**config.mk**
```make
export PLATFORM = sky130hd
export DESIGN_NAME = btn_debounce
export DESIGN_NICKNAME = d
export VERILOG_FILES = /design/src/rtl/btn_debounce.sv
export SDC_FILE = /design/constraint.sdc
export NUM_CORES = 1
export LEC_CHECK = 0
export CAP_MARGIN = 25
export CORE_MARGIN = 8
export CORE_UTILIZATION = 55
export DETAILED_ROUTE_END_ITERATION = 6
export GPL_ROUTABILITY_DRIVEN = 0
export GPL_TIMING_DRIVEN = 0
export PLACE_DENSITY = 0.77
export SYNTH_ARGS = -nofsm -noshare
export SYNTH_HDL_FRONTEND = slang
export SYNTH_SLANG_ARGS = --single-unit
```
**constraint.sdc**
```tcl
create_clock -name clk -period 1.9 [get_ports clk]
set_input_delay 0.475 -clock clk [delete_from_list [all_inputs] [get_ports clk]]
set_output_delay 0.475 -clock clk [all_outputs]
set_load 0.01 [all_outputs]
```
**src/rtl/btn_debounce.sv**
```systemverilog
// Push-button conditioner: two-flop synchroniser, per-channel stability counter, level and edge pulses.
// Define BTN_DEBOUNCE_AUTOREPEAT_EN to add periodic btn_rise pulses while a button stays held.
module btn_debounce #(
  parameter int N               = 4,
  parameter int DEBOUNCE_CYCLES = 1_000_000,
  parameter int REPEAT_DELAY    = 50_000_000,
  parameter int REPEAT_PERIOD   = 10_000_000
) (
  input  logic         clk,
  input  logic         rst_n,
  input  logic [N-1:0] btn_raw,
  output logic [N-1:0] btn_level,
  output logic [N-1:0] btn_rise,
  output logic [N-1:0] btn_fall
);

  localparam int CW = $clog2(DEBOUNCE_CYCLES);
  localparam logic [CW-1:0] CNT_MAX = CW'(DEBOUNCE_CYCLES - 1);

  // Bit 1 of the state is the accepted level; bit 0 marks a pending change.
  localparam logic [1:0] S_IDLE         = 2'b00;
  localparam logic [1:0] S_PRESS_PEND   = 2'b01;
  localparam logic [1:0] S_HELD         = 2'b10;
  localparam logic [1:0] S_RELEASE_PEND = 2'b11;

  if (DEBOUNCE_CYCLES < 2 || REPEAT_DELAY < 1 || REPEAT_PERIOD < 1) begin : g_bad_params
    $error("btn_debounce: illegal parameter value");
  end

  logic [N-1:0]         sync1;
  logic [N-1:0]         sync2;
  logic [N-1:0][1:0]    state;
  logic [N-1:0][1:0]    state_nxt;
  logic [N-1:0][CW-1:0] cnt;
  logic [N-1:0][CW-1:0] cnt_nxt;
  logic [N-1:0]         rise_nxt;
  logic [N-1:0]         fall_nxt;

`ifdef BTN_DEBOUNCE_AUTOREPEAT_EN
  localparam int RMAX = (REPEAT_DELAY > REPEAT_PERIOD) ? REPEAT_DELAY : REPEAT_PERIOD;
  localparam int HW   = (RMAX > 1) ? $clog2(RMAX) : 1;
  localparam logic [HW-1:0] DELAY_MAX  = HW'(REPEAT_DELAY - 1);
  localparam logic [HW-1:0] PERIOD_MAX = HW'(REPEAT_PERIOD - 1);

  logic [N-1:0][HW-1:0] hold;
  logic [N-1:0][HW-1:0] hold_nxt;
  logic [N-1:0]         rep_phase;
  logic [N-1:0]         rep_phase_nxt;
`endif

  always_comb begin
    for (int i = 0; i < N; i++) begin
      btn_level[i] = state[i][1];
    end
  end

  always_comb begin
    state_nxt = state;
    cnt_nxt   = cnt;
    rise_nxt  = '0;
    fall_nxt  = '0;
`ifdef BTN_DEBOUNCE_AUTOREPEAT_EN
    hold_nxt      = '0;
    rep_phase_nxt = '0;
`endif
    for (int i = 0; i < N; i++) begin
      case (state[i])
        S_IDLE: begin
          if (sync2[i]) begin
            cnt_nxt[i]   = cnt[i] + 1'b1;
            state_nxt[i] = S_PRESS_PEND;
          end else begin
            cnt_nxt[i]   = '0;
          end
        end
        S_PRESS_PEND: begin
          if (!sync2[i]) begin
            cnt_nxt[i]   = '0;
            state_nxt[i] = S_IDLE;
          end else if (cnt[i] == CNT_MAX) begin
            cnt_nxt[i]   = '0;
            state_nxt[i] = S_HELD;
            rise_nxt[i]  = 1'b1;
          end else begin
            cnt_nxt[i]   = cnt[i] + 1'b1;
          end
        end
        S_HELD: begin
          if (!sync2[i]) begin
            cnt_nxt[i]   = cnt[i] + 1'b1;
            state_nxt[i] = S_RELEASE_PEND;
          end else begin
            cnt_nxt[i]   = '0;
          end
        end
        S_RELEASE_PEND: begin
          if (sync2[i]) begin
            cnt_nxt[i]   = '0;
            state_nxt[i] = S_HELD;
          end else if (cnt[i] == CNT_MAX) begin
            cnt_nxt[i]   = '0;
            state_nxt[i] = S_IDLE;
            fall_nxt[i]  = 1'b1;
          end else begin
            cnt_nxt[i]   = cnt[i] + 1'b1;
          end
        end
      endcase
`ifdef BTN_DEBOUNCE_AUTOREPEAT_EN
      // Hold counter runs only while the accepted level is high; a release on a repeat point wins.
      if (state[i][1]) begin
        rep_phase_nxt[i] = rep_phase[i];
        hold_nxt[i]      = hold[i] + 1'b1;
        if (hold[i] == (rep_phase[i] ? PERIOD_MAX : DELAY_MAX)) begin
          hold_nxt[i]      = '0;
          rep_phase_nxt[i] = 1'b1;
          rise_nxt[i]      = ~fall_nxt[i];
        end
      end
`endif
    end
  end

  always_ff @(posedge clk or negedge rst_n) begin
    if (!rst_n) begin
      sync1     <= '0;
      sync2     <= '0;
      state     <= '0;
      cnt       <= '0;
      btn_rise  <= '0;
      btn_fall  <= '0;
`ifdef BTN_DEBOUNCE_AUTOREPEAT_EN
      hold      <= '0;
      rep_phase <= '0;
`endif
    end else begin
      sync1     <= btn_raw;
      sync2     <= sync1;
      state     <= state_nxt;
      cnt       <= cnt_nxt;
      btn_rise  <= rise_nxt;
      btn_fall  <= fall_nxt;
`ifdef BTN_DEBOUNCE_AUTOREPEAT_EN
      hold      <= hold_nxt;
      rep_phase <= rep_phase_nxt;
`endif
    end
  end

endmodule

```
**After elaboration in Yosys (flattened, before gate mapping)**

Index checks and enable logic that the tools add are counted.
W data, S select, Z words.

- Mux-type cells: 72
- Reductions and logical operators: 8
- Equal/unequal tests: 32
- Add/sub/neg operators: 4

Operator list:

| kind | count |
|---|---|
| $mux W20 | 20 |
| $pmux W20 S4 | 4 |
| $add A20 B1 Y20 const B | 4 |
| $eq A20 B20 Y1 const B | 4 |
| $mux W2 | 24 |
| $pmux W2 S4 | 4 |
| $ne A3 B3 Y1 const B | 8 |
| $mux W1 | 20 |
| $eq A2 B2 Y1 const B | 8 |
| $ne A2 B2 Y1 const B | 8 |
| $reduce_and A4 Y1 | 4 |
| $eq A2 B1 Y1 const B | 4 |
| $logic_not A2 Y1 | 4 |

- Bits in registers: 104

**Logic depth before layout (Yosys ltp)**

- Depth after elaboration: 4
- Gate-level depth with buffers: 7
- Mapped depth without buffers: 5

**Worst setup path before layout**

OpenSTA, ideal clock, no wires.

- Path type: flip-flop to flip-flop
- From: register cnt[40] (netlist bit)
- To: register cnt[58] (netlist bit)
- Cell stages (with the launch flop): 6
- Data required time: 1822 ps
- Arrival time: 1846 ps
- Setup slack: -24 ps
- Setup time: 78 ps
- Buffers on the path: 0
- Cells stage by stage: dfrtp_1 ha_1 nand2_1 or4_4 or4_1 a21oi_1

RTL lines:

| item | RTL line | RTL |
|---|---|---|
| from (decl) | 34 | `logic [N-1:0][CW-1:0] cnt;` |
| from (signal assigned) | 140 | `cnt <= cnt_nxt;` |

==> metrics.md <==
| Metric | Value |
|---|---|
| Yosys top cell area share | 0.545 |
| Worst path bufs/invs | 1 |
| CP Launch Point | cnt[51]$_DFF_PN0_ |
| Distinct cells, synth | 34 |
| Max-Cap Viols | 0 |
| Register area share after synthesis | 0.545 |
| Final Critical Period | about 1900 ps |
| Area delta synth->final | 17.3% |
| Cells along the critical path | nand2_2 > or4_4 > buf_6 > or4_1 > a21oi_1 |
| Crit path launch type | flip-flop |
| PortBufs | 17 |
| Post-Syn Nets | roughly 470 |
| Initial DRC count | around 140 |
| Cells after Synth | around 460 |
| Antenna Nets Post-Route | 0 |
| Global route overflow | 0 |
| PwrDens | 692 nW/um^2 |
| Flops & latches, synth | approximately 100 |
| Worst-Margin Slew | between 400 and 500 ps |
| Stages on worst setup path | 5 |
| HPWL after detailed placement | around 6 mm |
| Initial antenna violation count | 0 |
| Setup crit end kind | flip-flop |
| Total core area | approximately 8600 um^2 |
| Clock Tree Root | clkbuf_8 |
| Most frequent cell after synthesis | dfrtp_1 |
| Leak Pwr | about 2.3 nW |
| Final #Nets | 520 |
| RR Startpoint | cnt[51]$_DFF_PN0_ |
| Die H | 109 um |
| H-tree levels | 3 |
| Final hold violations | 0 |
| Crit path kind | flip-flop to flip-flop |
| Status | complete, no violations |
| Clock Latency Late Sink | about 370 ps |
| Reg2reg path depth | 5 |
| Clock Skew | 11.3 ps |
| Worst-path clk slew | around 100 ps |
| CTS tree | yes |
| Rel. slew slack | 0.710 |
| Finished Core Util | 0.655 |
| Final setup violation count | 0 |
| Layout cells sized above 1 | 0.183 |
| Post-DP Area | ~5100 um^2 |
| Peak VDD IR | approximately 0.00046 V |
| Via count | 3,569 |
| Number of remaining DRC errors | 0 |
| Largest net degree at the start of global routing | 74 |
| Vias in the first global route | ~3,500 |
| GRT Util Overall | 0.166 |
| CTS max path bufs | 2 |
| Avg WL per Cell | 14.8 um |
| Syn avg cell area | slightly above 10 um^2 |
| Synth area leader | dfrtp_1 |
| CTS Hold Bufs | 0 |
| First-pass GRT wire length | around 16 mm |
| Asr flop ratio synth | 1.00 |
| Fillers | between 600 and 700 |
| Top cells by instance count after synthesis | 104 x dfrtp_1, 63 x nor2_1, 30 x nand3_1, 29 x xnor2_1, 28 x xor2_1 |
| Diodes inserted | 0 |
| Dominant synthesized flop cell | dfrtp_1 |
| Die area | ~12,000 um^2 |
| Critical-path maximum fanout | 6 |
| Finished Cell Area | approximately 5600 um^2 |
| Top cells by area, synth | dfrtp_1 55%, xnor2_1 5.3%, xor2_1 5.1% |
| Post-Route WL | approximately 9 mm |
| CP top delay family | simple AND/OR/NAND/NOR gates |
| Fin. max-slew vios | 0 |
| Fin crit share | 0.979 |
| Mapped cell area | roughly 4800 um^2 |
| IO Count | 18 |
| Die Wd | 109 um |
| Max Fclk | 537 MHz |
| Critical path arrival | roughly 2200 ps |
| Cts bufs inserted | 9 |
| Yosys Warn Count | 0 |
| FP Rows | 34 |
| DR pass1 iterations | 4 |
| Via density | 5.73 |
| Crit path max-delay cell type | or4_4 |
| Required @ worst endpoint | around 2200 ps |
| Post-synth EDFFs | 0 |
| Clock Sinks | between 100 and 150 |
| RSZ-0062 raised after global routing | true |
| Hold WC Path Type | primary input to asynchronous set/reset pin |
| Initial Utilization | 0.558 |
| Crit path largest cell delay | 530 ps |
==> power breakdown <==
| part | total (mW) | internal, mW | switching [mW] |
|---|---|---|---|
| registers | 2.28 | 2.25 | 0.0333 |
| clock network | 1.44 | 0.634 | 0.809 |
| logic | 0.154 | 0.0560 | 0.0978 |
==> stage by stage <==
stage,hold slack (ps),instances,setup TNS (ps),total power [mW],setup WS (ps)
5_1_grt,49.6,623,-567,4.04,-46.0
6_report,32.4,623,0,3.88,39.4
4_1_cts,33.6,615,0,3.92,1.51
3_3_place_gp,334,586,-365000,2.45,-3460
3_5_place_dp,343,587,-8480,2.46,-248
2_1_floorplan,179,461,0,2.38,0.00488
==> placed cells by master (no fill, tap or decap), types with 15 or more instances in the layout <==
master,instances
buf_4,30
nand3_1,26
a21oi_1,18
dfrtp_1,93
nor2_1,63
xor2_1,28
nand4_1,20
nand2_1,22
xnor2_1,29
clkdlybuf4s50_1,15
==> cells by family (layout without fill, tap and decap cells) <==
family | count (synthesis) | in the layout | synth area share
multiplexers | 4 | 4 | 0.00943
buffers and inverters | 29 | 83 | 0.0262
flip-flops | 104 | 104 | 0.545
XOR/XNOR | 57 | 57 | 0.105
adder cells (fa/ha/maj) | 4 | 4 | 0.0105
AO/OA/AOI/OAI | 42 | 42 | 0.0508
AND/OR/NAND/NOR | 221 | 221 | 0.253
==> path summary, 6_finish.rpt <==
| check | slack, ps | to |
|---|---|---|
| min in group clk | 370 | sync2[0]$_DFF_PN0_ |
| max | 40 | cnt[57]$_DFF_PN0_ |
| max in group asynchronous | 1170 | cnt[6]$_DFF_PN0_ |
| min reg2reg | 370 | sync2[0]$_DFF_PN0_ |
| max reg2reg | 40 | cnt[57]$_DFF_PN0_ |
| min | 30 | cnt[56]$_DFF_PN0_ |
==> worst register-to-register path, cell delays in order, from the launching register on <==
cell     delay (ps)
dfrtp_1         440
nand2_2          80
or4_4           530
buf_6           140
or4_1           460
a21oi_1         130
==> what timing repair did <==
| item | 4_1_cts | 5_1_grt |
|---|---|---|
| endpoints found under the setup margin | 55 | 82 |
| buffers inserted | 14 | 10 |
| gates resized for setup | 10 | 39 |
| pin swaps | 3 | 7 |
==> per-layer routing <==
layer	vias to the layer above	routed length (um)	global-route usage
met4	0	87	0.0434
met1	1750	4140	0.212
li1	1737	-	-
met3	9	517	0.0526
met5	-	0	0
met2	73	4500	0.266
==> registers in the layout (all words and copies together), names as in the netlist, named ones only <==
register,count
cnt,80
btn_rise,4
btn_fall,4
sync2,4
sync1,4
state,4
==> cell type report <==
cell class / instances / area, um^2 / share of cell area
sequential: 104 / 2620 / 0.467
multi-input combinational: 328 / 2130 / 0.380
timing repair buffer: 42 / 378 / 0.0674
tap: 108 / 135 / 0.0241
clock buffer: 9 / 124 / 0.0221
clock inverter: 7 / 88.8 / 0.0159
buffer: 13 / 86.3 / 0.0154
inverter: 12 / 45.0 / 0.00804
(Power assumes the default switching activity.)
